--- config.mk ---
export PLATFORM = sky130hd
export DESIGN_NAME = vga_ball_renderer
export DESIGN_NICKNAME = d
export VERILOG_FILES = /design/src/rtl/vga_ball_renderer.sv
export SDC_FILE = /design/constraint.sdc
export NUM_CORES = 1
export LEC_CHECK = 0
export ABC_CLOCK_PERIOD_IN_PS = 2410
export CORE_ASPECT_RATIO = 0.6
export CORE_MARGIN = 2
export CORE_UTILIZATION = 30
export CTS_BUF_LIST = sky130_fd_sc_hd__clkbuf_4 sky130_fd_sc_hd__clkbuf_8
export DETAILED_ROUTE_END_ITERATION = 8
export PLACE_DENSITY = 0.53
export RECOVER_POWER = 100
export REMOVE_ABC_BUFFERS = 1
export SLEW_MARGIN = 20
export SYNTH_ARGS = -nofsm -noshare
export SYNTH_HDL_FRONTEND = slang
export SYNTH_SLANG_ARGS = --single-unit
--- constraint.sdc ---
create_clock -name clk -period 2.41 [get_ports clk]
set_input_delay 0.482 -clock clk [delete_from_list [all_inputs] [get_ports clk]]
set_output_delay 0.482 -clock clk [all_outputs]
set_load 0.02 [all_outputs]
--- src/rtl/vga_ball_renderer.sv ---
// Pixel stage after the VGA timing generator: border, background and a
// bouncing square ball, with sync/blank re-aligned to the 2-cycle pipeline.
module vga_ball_renderer #(
   parameter int          H_VISIBLE = 1024,
   parameter int          V_VISIBLE = 768,
   parameter int          BALL_SIZE = 32,
   parameter int          STEP      = 4,
   parameter int          BORDER    = 8,
   parameter int          INIT_X    = 496,
   parameter int          INIT_Y    = 368,
   parameter logic [23:0] BALL_RGB  = 24'hFF2000,
   parameter logic [23:0] BG_RGB    = 24'h002040
) (
   input  logic        clk,
   input  logic        reset,
   input  logic [31:0] vga_x,
   input  logic [31:0] vga_y,
   input  logic        vga_hs,
   input  logic        vga_vs,
   input  logic        vga_blank,
   input  logic        move_en,
   output logic [7:0]  vga_r,
   output logic [7:0]  vga_g,
   output logic [7:0]  vga_b,
   output logic        out_hs,
   output logic        out_vs,
   output logic        out_blank,
   output logic        frame_tick
);

   localparam logic [11:0] HV  = 12'(H_VISIBLE);
   localparam logic [11:0] VV  = 12'(V_VISIBLE);
   localparam logic [11:0] BS  = 12'(BALL_SIZE);
   localparam logic [11:0] ST  = 12'(STEP);
   localparam logic [11:0] BD  = 12'(BORDER);
   localparam logic [10:0] ST1 = 11'(STEP);

   typedef enum logic [1:0] {WAIT, UPD_X, UPD_Y} state_t;

   typedef struct packed {
      logic in_ball;
      logic in_border;
      logic hs;
      logic vs;
      logic blank;
   } s1_t;

   typedef struct packed {
      logic [10:0] pos;
      logic        dir;
   } mv_t;

   state_t      state, state_nx;
   logic [10:0] ball_x, ball_y, bx_nx, by_nx;
   logic        dir_x, dir_y, dx_nx, dy_nx;
   logic        vs_q, vs_edge, tick_nx;
   mv_t         mx, my;
   s1_t         s1, s1_nx;
   logic [23:0] rgb;
   logic        s2_hs, s2_vs, s2_blank;
   logic [11:0] px, py;
   logic        unused_hi;

   // dir=1 moves toward larger coordinates
   function automatic mv_t step(input logic [10:0] pos,
                                input logic        dir,
                                input logic [11:0] lim);
      mv_t r;
      r.pos = pos;
      r.dir = dir;
      if (dir) begin
         if ({1'b0, pos} + BS + ST > lim) begin
            r.pos = 11'(lim - BS);
            r.dir = 1'b0;
         end else begin
            r.pos = pos + ST1;
         end
      end else if (pos < ST1) begin
         r.pos = '0;
         r.dir = 1'b1;
      end else begin
         r.pos = pos - ST1;
      end
      return r;
   endfunction

   assign px        = {1'b0, vga_x[10:0]};
   assign py        = {1'b0, vga_y[10:0]};
   assign unused_hi = ^{vga_x[31:11], vga_y[31:11]};
   assign vs_edge   = vs_q & ~vga_vs;
   assign mx        = step(ball_x, dir_x, HV);
   assign my        = step(ball_y, dir_y, VV);

   always_comb begin
      s1_nx.in_ball = (px >= {1'b0, ball_x}) &&
                      (px <  {1'b0, ball_x} + BS) &&
                      (py >= {1'b0, ball_y}) &&
                      (py <  {1'b0, ball_y} + BS);
      s1_nx.in_border = (px < BD) || (px >= HV - BD) ||
                        (py < BD) || (py >= VV - BD);
      s1_nx.hs    = vga_hs;
      s1_nx.vs    = vga_vs;
      s1_nx.blank = vga_blank;
   end

   always_comb begin
      state_nx = state;
      bx_nx    = ball_x;
      by_nx    = ball_y;
      dx_nx    = dir_x;
      dy_nx    = dir_y;
      tick_nx  = 1'b0;
      case (state)
         WAIT: begin
            if (vs_edge) state_nx = UPD_X;
         end
         UPD_X: begin
            if (move_en) begin
               bx_nx = mx.pos;
               dx_nx = mx.dir;
            end
            state_nx = UPD_Y;
         end
         UPD_Y: begin
            if (move_en) begin
               by_nx = my.pos;
               dy_nx = my.dir;
            end
            tick_nx  = 1'b1;
            state_nx = WAIT;
         end
         default: state_nx = WAIT;
      endcase
   end

   always_ff @(posedge clk) begin
      if (!reset) begin
         state      <= WAIT;
         ball_x     <= 11'(INIT_X);
         ball_y     <= 11'(INIT_Y);
         dir_x      <= 1'b1;
         dir_y      <= 1'b1;
         vs_q       <= 1'b1;
         frame_tick <= 1'b0;
      end else begin
         state      <= state_nx;
         ball_x     <= bx_nx;
         ball_y     <= by_nx;
         dir_x      <= dx_nx;
         dir_y      <= dy_nx;
         vs_q       <= vga_vs;
         frame_tick <= tick_nx;
      end
   end

   always_ff @(posedge clk) begin
      if (!reset) begin
         s1       <= '{in_ball: 1'b0, in_border: 1'b0,
                       hs: 1'b1, vs: 1'b1, blank: 1'b0};
         rgb      <= '0;
         s2_hs    <= 1'b1;
         s2_vs    <= 1'b1;
         s2_blank <= 1'b0;
      end else begin
         s1 <= s1_nx;
         if (!s1.blank)         rgb <= '0;
         else if (s1.in_ball)   rgb <= BALL_RGB;
         else if (s1.in_border) rgb <= 24'hFFFFFF;
         else                   rgb <= BG_RGB;
         s2_hs    <= s1.hs;
         s2_vs    <= s1.vs;
         s2_blank <= s1.blank;
      end
   end

   assign {vga_r, vga_g, vga_b} = rgb;
   assign out_hs    = s2_hs;
   assign out_vs    = s2_vs;
   assign out_blank = s2_blank;

endmodule

* Word level (Yosys, flattened, before mapping)
Index checks and enable logic that the tools add are counted.
** Cells by class
- $add $sub $neg :: 8
- $mul :: 0
- Div/mod/pow operators :: 0
- $lt $le $gt $ge :: 12
- Equality and inequality tests :: 3
- Shift operators :: 0
- Mux-type cells :: 15
- Bitwise operators :: 4
- Reductions and logical operators :: 11
** Operators by type and width (count)
- 2-to-1 mux 24 bit :: 2
- 2-to-1 mux 11 bit :: 4
- adder 11 x 6 -> 12 bit (second input constant) :: 2
- adder 12 x 3 -> 12 bit (second input constant) :: 2
- < comparator 11 x 12 -> 1 bit :: 2
- 2-to-1 mux 12 bit :: 2
- adder 11 x 3 -> 11 bit (second input constant) :: 2
- greater-or-equal comparator 11 x 10 -> 1 bit (second input constant) :: 2
- greater-or-equal comparator 11 bit :: 2
- < comparator 11 x 3 -> 1 bit (second input constant) :: 2
- < comparator 11 x 4 -> 1 bit (second input constant) :: 2
- subtractor 11 x 3 -> 11 bit (second input constant) :: 2
- > comparator 12 x 10 -> 1 bit (second input constant) :: 1
- > comparator 12 x 11 -> 1 bit (second input constant) :: 1
- AND reduction 2 bit :: 3
- 2-to-1 mux 1 bit :: 5
- case mux 2 bit (2 select lines) :: 1
- logical AND 1 bit :: 3
- logical OR 1 bit :: 3
- NOT 1 bit :: 3
- OR reduction 3 bit :: 1
- == test 2 x 1 -> 1 bit (second input constant) :: 1
- == test 2 bit (second input constant) :: 1
- zero test 2 bit :: 1
- 3 further kinds :: 3
** Word-level totals
- Bits in registers :: 59
- Bits in latches :: 0
- RAM bits :: 0
- Memory bits (read-only) :: 0
- Input port bits :: 70
- Word-level logic and storage cells :: 69
- Memories :: 0

* Depth between registers and ports, before layout
- Word-level depth :: 5
- Mapped depth :: 12

* Worst setup path after synthesis
No wires, ideal clock.
- Kind :: register to register
- Start point :: reg ball_x[5]
- End point :: reg ball_x[10]
- Setup time :: 0.060 ns
- Arrival time :: 2.320 ns
- Path slack :: 0.029 ns
- Cell stages (with the launch flop) :: 11
- Cells stage by stage :: dfxtp_1 -> buf_2 -> inv_1 -> ha_1 -> nand2b_1 -> or3_4 -> a21oi_2 -> mux2i_1 -> o21ai_4 -> o41ai_1 -> a32o_1
** Between the ends
- Longest elaborated chain between the ends :: 5
- Elaborated cells between the ends (all ways) :: 9
** RTL lines
- start, declared :: line 54 : logic [10:0] ball_x, ball_y, bx_nx, by_nx;
- start signal, assigned :: line 139 : ball_x <= 11'(INIT_X);
- start signal, assigned :: line 147 : ball_x <= bx_nx;
- adder 11 x 6 -> 12 bit :: line 72 : if ({1'b0, pos} + BS + ST > lim) begin
- adder 12 x 3 -> 12 bit :: line 72
- > comparator 12 x 11 -> 1 bit :: line 72
- 2-to-1 mux 11 bit :: line 72
- 2-to-1 mux 12 bit * :: line 71 : if (dir) begin
Mark *: on every way between the ends. The rest lies on a longest branch, timed or not.
A chain may end at the register's enable or synchronous reset.

* Worst setup path in the final report
- Start point :: reg ball_x[6]
- End point :: reg ball_x[10]
Same word-level chain as after synthesis.

==> results.md <==
* Status: finished, violations left
* Failing checks: design-rule violations
* Clk sink count at 35
* Gate power share at about a fifth
* Dpl hpwl at 7690 um
* CTS tree: built
* Fin nets at about 600
* Ant diodes at 0
* Die X at 140 um
* Fillcell total at 1099
* DRC at 8
* Worst endpoint required time at roughly 2.7 ns
* Synthesized area at 3330 um^2
* Vias post-DR at 3331
* Final Skew at 0.00933 ns
* Clock share of power at 34.9%
* DR WL met2 at 3370 um
* Sequential share of power at 43.7%
* Final wirelength at 9500 um
* WS Path Type: register to register
* GRT Util Overall at 16.4%
* Die height at 85.7 um
* Largest net degree at the start of global routing at 15
* Vias in the first global route at 3089
* Max-cap violations at 0
* Total negative slack at 0 ns
* Worst skew pair latency at 0.30 ns
* CP endpoint kind: register
* Setup ws final at about 0.055 ns
* Area post-placement at between 4000 and 5000 um^2
* Clk buf depth at 2
* Met3 wire len at 531 um
* Rows at 29
* DRT iter0 DRCs at roughly 230
* Worst-margin pin slew at about 0.59 ns
* P_sw at between 400 and 500 uW
* Power consumption at 1.38 mW
* Power per cell area at 327 nW/um^2
* Asr flop ratio synth at 0%
* DRT antenna net count at 0
* H-tree depth at 2
* Number of enable flip-flop cells after synthesis at 0
* Fmax at around 420 MHz
* Die Area at 12000 um^2
* Yosys warns at 0
* Int Power at 968 uW
* Pre-CTS setup slack at -0.0479 ns
* Crit path launch type: register
* Post-synth top flop: dfxtp_1
* Drt wl/cell at 15.2 um
* CTS root buf: clkbuf_8
* Max VDD drop at 0.186 mV
* Cell leakage power at 1.84 nW
* Hold_ws at approximately 0.43 ns
* Post-synthesis sequential area ratio at 21.0%
* Final Hold Vio Count at 0
* DR top layer: met4
* Cells after Synth at 429
* Worst Hold Class: register to register
* Initial Util at between 30% and 40%
* Slew Viols, Final at 0
* Slew HR at between 60 and 70%
* #FFs+latches synth at 35
* Syn_area_per_cell at 7.77 um^2
* Min Clock Period, post-route at 2.36 ns
* CP max FO at 5
* Gr ovfl total at 0
* Switch share at 29.9%
* Worst Path Arrival at between 2 and 3 ns
* Endpoints failing setup at 0
* IO Pins at 98
* Footprint of the multi-input gates at 2330 um^2
* Fin crit share at 97.7%
* Layout cells sized above 1 at 15.4%
* Reg clk slew, reported paths at 0.09 ns
* Vias per cell at about 5.3
* Placer Congestion at 0.865
* Antenna violations before repair at 0
* Core area at about 11000 um^2
* CTS Buf Count at 5
* Register area at 712 um^2
* Drt pass-1 iters at 9
* Metal-1 WL at 5520 um
* IO buf count at 51
* First-pass GRT wire length at 15800 um
* Design area at 4220 um^2
* Netlist cell types at 69
* P&R area growth vs syn at 26.6%
-- worst max-delay path: stages, from the launching register on --
cell and delay, ns:
dfxtp_2 0.38, inv_1 0.09, ha_4 0.29, nand2b_1 0.07, or3_4 0.34, a21oi_2 0.15
mux2i_2 0.29, o21ai_4 0.11, o41ai_1 0.36, a32o_1 0.22
-- repair_timing --
item	in CTS	in global routing
resized for setup	2	16
hold buffers	0	0
buffers inserted	0	2
setup endpoints to repair	5	13
pin swaps	0	2
endpoints found under the hold margin	0	0
-- synthesized netlist by cell type (3+ instances only) --
cell	instances	area (um^2)
and3_1	3	18.8
nand2_1	30	113
xnor2_1	8	70.1
mux2_2	3	33.8
inv_1	27	101
buf_2	8	40.0
and2_1	6	37.5
clkbuf_1	10	37.5
nor4_1	4	25.0
a21oi_1	32	160
mux2i_1	5	50.1
nand2b_1	9	56.3
o21a_1	4	30.0
nor2_1	19	71.3
or3_1	3	18.8
o21ai_0	28	140
dfxtp_1	35	701
nor3_1	12	60.1
and3b_1	5	43.8
nor2b_1	3	18.8
buf_4	22	165
nand3_1	22	110
a22oi_1	4	30.0
a21o_1	5	37.5
nand4_1	10	62.6
ha_1	40	500
o2111ai_1	3	26.3
o21ai_1	8	40.0
a31oi_1	7	43.8
-- power groups by stage --
stage	Combinational, mW	Sequential, mW	Clock, mW
global placement	0.288	0.620	0
global route	0.330	0.606	0.525
CTS	0.296	0.607	0.494
finish	0.295	0.604	0.482
detailed placement	0.294	0.620	0
floorplan	0.127	0.639	0
-- cell type report --
type / instances / share of cell area [%]
multi-input cells: 324 / 55.2
repair buffers: 89 / 18.8
flip-flops and latches: 35 / 16.9
well taps: 139 / 4.12
inverters: 30 / 2.67
clock buffers: 6 / 1.96
clock inverters: 2 / 0.385
-- kinds of logic after synthesis --
group | synth area share, %
mux | 2.51
compound gates | 24.0
xor+xnor | 3.08
simple gates | 23.7
fa+ha+maj | 15.0
buf+inv | 10.7
flops | 21.0
-- final timing paths --
path | start | to | slack (ns) | cells past startpoint
setup reg to reg | ball_x[6] | ball_x[10] | 0.05 | 9
setup / recovery | ball_x[6] | ball_x[10] | 0.05 | 9
hold reg to reg | s1[2] | out_hs | 0.43 | 1
hold / removal | s1[2] | out_hs | 0.43 | 1
-- per-layer routing --
metal,GRT usage [%],vias to the layer above
li1,-,1669
met1,26.5,1547
met2,21.4,108
met3,3.80,7
met4,3.03,0
met5,0,-
-- per-stage QoR --
| step | std cells | util [%] |
|---|---|---|
| 4_1_cts | 623 | 38.7 |
| 5_1_grt | 625 | 39.4 |
| 6_report | 625 | 39.4 |
| 2_1_floorplan | 389 | - |
| 3_5_place_dp | 615 | 37.8 |
| 3_3_place_gp | 615 | 37.8 |
-- flip-flops by register name, summed over array words and instances, names as in the netlist --
name / count
frame_tick: 1
dir_y: 1
rgb: 4
out_hs: 1
ball_x: 9
out_vs: 1
out_blank: 1
ball_y: 9
s1: 5
state: 2
dir_x: 1
-- cells in the final DEF (no fill, tap or decap), drive strengths merged, types with 10 or more instances in the layout --
master	count
ha	40
o21ai	37
buf	36
dfxtp	35
a21oi	33
nand2	31
dlygate4sd3	30
inv	29
nand3	22
clkdlybuf4s50	21
nor2	19
nor3	14
nand4	10
xnor2	10
Note: power is estimated with default switching activity, not from simulation.
